==> config.mk <==
export PLATFORM = sky130hd
export DESIGN_NAME = pc_fetch
export DESIGN_NICKNAME = d
export VERILOG_FILES = /design/src/rtl/rv_pkg.sv /design/src/rtl/pc_fetch.sv
export SDC_FILE = /design/constraint.sdc
export NUM_CORES = 1
export LEC_CHECK = 0
export ABC_CLOCK_PERIOD_IN_PS = 2700
export BUFFER_PORTS_ARGS = -buffer_cell sky130_fd_sc_hd__buf_2
export CORE_UTILIZATION = 44
export CTS_CLUSTER_SIZE = 12
export DETAILED_ROUTE_END_ITERATION = 8
export PLACE_DENSITY = 0.78
export SYNTH_ARGS = -nofsm -noshare
export SYNTH_HDL_FRONTEND = slang
export SYNTH_SLANG_ARGS = --single-unit
==> constraint.sdc <==
create_clock -name clk -period 2.7 [get_ports clk]
set_input_delay 0.54 -clock clk [delete_from_list [all_inputs] [get_ports clk]]
set_output_delay 0.54 -clock clk [all_outputs]
set_load 0.05 [all_outputs]
==> src/rtl/rv_pkg.sv <==
// Shared core definitions: datapath width, the canonical nop encoding and
// the instruction-fetch FSM state type.
package rv_pkg;
  localparam int XLEN = 32;
  localparam logic [XLEN-1:0] NOP_INSTR = 32'h0000_0013;

  typedef enum logic [2:0] {
    IDLE,
    REQ,
    WAIT,
    VALID,
    TRAP
  } fetch_state_e;
endpackage

==> src/rtl/pc_fetch.sv <==
// Architectural PC register and single-outstanding instruction fetch FSM.
// It issues one request per PC, holds the fetched word until the core advances, and traps on a misaligned PC.
module pc_fetch
  import rv_pkg::*;
#(
  parameter logic [31:0] RESET_VECTOR = 32'h0000_0000
) (
  input  logic        clk,
  input  logic        reset,
  input  logic [31:0] PCNext,
  input  logic        advance,
  output logic [31:0] PC,
  output logic [31:0] PCPlus4,
  output logic        imem_req,
  output logic [31:0] imem_addr,
  input  logic        imem_gnt,
  input  logic        imem_rvalid,
  input  logic [31:0] imem_rdata,
  output logic [31:0] Instr,
  output logic        instr_valid,
  output logic        misaligned
);

  fetch_state_e    state, state_n;
  logic [XLEN-1:0] pc_q;
  logic [XLEN-1:0] instr_q;
  logic            req_q, vld_q, mis_q;
  logic            capture, take;

  assign take    = (state == VALID) && advance;
  assign capture = ((state == REQ) && imem_gnt && imem_rvalid) ||
                   ((state == WAIT) && imem_rvalid);

  always_comb begin
    state_n = state;
    case (state)
      IDLE:  state_n = REQ;
      REQ:   if (imem_gnt) state_n = imem_rvalid ? VALID : WAIT;
      WAIT:  if (imem_rvalid) state_n = VALID;
      VALID: if (advance) state_n = (PCNext[1:0] == 2'b00) ? REQ : TRAP;
      TRAP:  state_n = TRAP;
      default: state_n = IDLE;
    endcase
  end

  // Strobes are flopped from the next state so no input reaches them combinationally.
  always_ff @(posedge clk or posedge reset) begin
    if (reset) begin
      state   <= IDLE;
      pc_q    <= RESET_VECTOR;
      instr_q <= NOP_INSTR;
      req_q   <= 1'b0;
      vld_q   <= 1'b0;
      mis_q   <= 1'b0;
    end else begin
      state <= state_n;
      req_q <= (state_n == REQ);
      vld_q <= (state_n == VALID);
      mis_q <= (state_n == TRAP);
      if (take)    pc_q    <= PCNext;
      if (capture) instr_q <= imem_rdata;
    end
  end

  assign PC          = pc_q;
  assign PCPlus4     = pc_q + 32'd4;
  assign imem_req    = req_q;
  assign imem_addr   = pc_q;
  assign Instr       = instr_q;
  assign instr_valid = vld_q;
  assign misaligned  = mis_q;

  a_rv_aligned: assert property (@(posedge clk) RESET_VECTOR[1:0] == 2'b00)
    else $error("pc_fetch: RESET_VECTOR 0x%08h is not word-aligned", RESET_VECTOR);

endmodule

==> flow_summary.ini <==
[status]
outcome = finished clean

[logic_synthesis]
yosys_warnings = 0
syn-num-nets = 349
synth_top_area_frac = 0.485
netlist_area_um2 = 3460
async_flop_share = 1.00
synthTopCellsByArea = dfrtp_1 (49%), mux2_2 (21%), buf_4 (7.4%)
synthFlopType = dfrtp_1
synth_cell_types = 30
synth-edff-count = 0
yosysTopAreaCell = dfrtp_1
seq_area_frac_synth = 0.508
synth-seq-cells = 70
syn_avg_cell_area_um2 = 12.4
netlist_instances = 279

[setup_path]
crit_fanout = 7
cp_slowest_cell = dfrtp_1
crit_arrival_ns = 2.09
required_ns = 2.16
cp-end-kind = output port
cp-start-kind = flop
r2r_slack_ns = 0.74
r2r_cells = 4
worstReg2RegEnd = Instr[28]
r2r-start = state[1]
cp_slowest_stage_delay_ns = 0.47
path_class = flop to output port
path_cells = and4_1 > and4_2 > nand4_1 > xnor2_4 > buf_6

[clock_network]
cts_buffers = 9
cts_tree = done
clock_latency_ns = 0.34
numClockSinks = 70
path_clk_slew_ns = 0.08
cts_max_level = 3
clk_path_buf_depth = 2
clock-root-buffer = clkbuf_8
holdBufCountCts = 0

[floorplan]
num_rows = 31
core_area_um2 = 7410
pin_count = 200
initial_utilization = 0.466
dieWidth_um = 90.6
dieArea_um2 = 8210
dieHeight_um = 90.6

[sta]
finalClockSkew_ns = 0.00891
slew_headroom = 0.573
grt_setup_unrepaired = yes
worst_slack_ns = 0.0727
finalMaxSlewViolations = 0
fmax_ghz = 0.381
setup_violations = 0
post-route-min-period_ns = 2.63
fin_crit_sh = 0.973
worstMarginPinSlew_ns = 0.640
final-hold-violation-count = 0

[global_routing]
grt_pass1_vias = 2790
grt_pass1_wl_um = 13400
grt_usage = 0.211
grt_max_degree = 43
antenna_found_initial = 0
overflow = 0

[routing]
drt_wl_total_um = 8750
drtIter0Drc = 85
drt.antenna.violating_nets = 0
num_vias = 2847
dr.pass1.iters = 4
drc = 0
wl_per_cell_um = 15.2
vias_per_cell = 4.96

[final_layout]
drive_above_1_share = 0.743
nFillCells = 560
syn2layout_area_growth_pct = 45.3
antenna_cells = 0
multi_input_area_um2 = 1700
ff_latch_area_um2 = 1770
stdcell_area_um2 = 5020
nNetsFinal = 540

[job]
drv.max_cap_violation_count = 0

[min_path]
holdCritPathClass = primary input to asynchronous set/reset pin

[placed_design]
placed_area_um2 = 4630
io_buffers = 199
place_hpwl_um = 6510
gp_congestion = 0.781
dp_slack_ns = 0.174
## critical path, delay by kind of cell, from the launching register on
kind / cells / cell delay (ns)
AND/OR/NAND/NOR: 3 / 0.87
flip-flops: 1 / 0.47
XOR/XNOR: 1 / 0.23
buffers and inverters: 1 / 0.18
## what timing repair did
item,4_1_cts,5_1_grt
endpoints found under the setup margin,14,12
pin swaps,2,8
buffers inserted,2,10
gates cloned,0,0
gates resized for setup,17,18
## flip-flops by register name, indices dropped and copies added (netlist names)
signal / count
state: 3
PC: 32
misaligned: 1
Instr: 32
imem_req: 1
instr_valid: 1
## cells by family after synthesis
family | Yosys count | synth area share
flops | 70 | 0.508
mux | 65 | 0.212
simple gates | 62 | 0.0988
buf+inv | 45 | 0.0934
xor+xnor | 28 | 0.0710
compound gates | 8 | 0.0134
fa+ha+maj | 1 | 0.00362
## cell type report
cell class,instances,share of cell area
sequential,70,0.353
timing repair buffer,222,0.244
inverter,3,0.00224
clock buffer,10,0.0254
tap,99,0.0247
clock inverter,6,0.0125
multi-input combinational,164,0.338
## metal layers
layer	global-route usage	part of all wire
met1	0.241	0.39
met2	0.369	0.51
met3	0.0673	0.082
met4	0.0726	0.014
met5	0	0
## metrics by stage
step                      hold WS [ns]   util  std cells  TNS [ns]
after floorplan                  0.590      -        279     -1.02
after global placement           0.467  0.624        546         0
after detailed placement         0.471  0.624        546         0
after CTS                        0.287  0.658        564         0
after global routing             0.316  0.678        574    -0.136
final                            0.278  0.678        574         0
## worst max path at each step
stage	startpoint	slack, ns	cells past startpoint	end
after CTS	PC[20]	0.005	6	PCPlus4[31]
after global placement	PC[4]	0.25	5	PCPlus4[31]
after global routing	PC[7]	-0.03	5	PCPlus4[29]
after detailed placement	PC[12]	0.17	5	PCPlus4[31]
final	PC[7]	0.07	5	PCPlus4[31]
after floorplan	PC[21]	-0.20	4	PCPlus4[27]
## synthesized netlist by cell type, types with 3 or more instances
| cell | n |
|---|---|
| buf_2 | 3 |
| xnor2_1 | 25 |
| and2_1 | 3 |
| nor4_1 | 3 |
| dfrtp_1 | 67 |
| nand4_1 | 14 |
| buf_4 | 34 |
| xor2_1 | 3 |
| o21ai_0 | 3 |
| buf_6 | 3 |
| nand2_1 | 14 |
| inv_1 | 3 |
| nor2_1 | 8 |
| nor3_1 | 3 |
| nand3_1 | 9 |
| mux2_2 | 64 |
| dfstp_2 | 3 |
## cells in the final DEF (no fill, tap or decap), types with 3 or more instances in the layout
cell	n
dfrtp_1	53
and2_1	3
buf_6	4
xnor2_4	8
clkbuf_8	9
xnor2_1	6
nand3_1	6
dfrtp_2	14
nor2_1	6
dfstp_2	3
buf_4	24
nand2_1	14
nand4_1	14
xnor2_2	11
o21ai_0	3
clkinv_2	3
mux2_2	64
buf_2	192
Power is left out: the tool's default activity adds up to more than one toggle a clock period on the data nets, which glitch-free logic cannot reach.
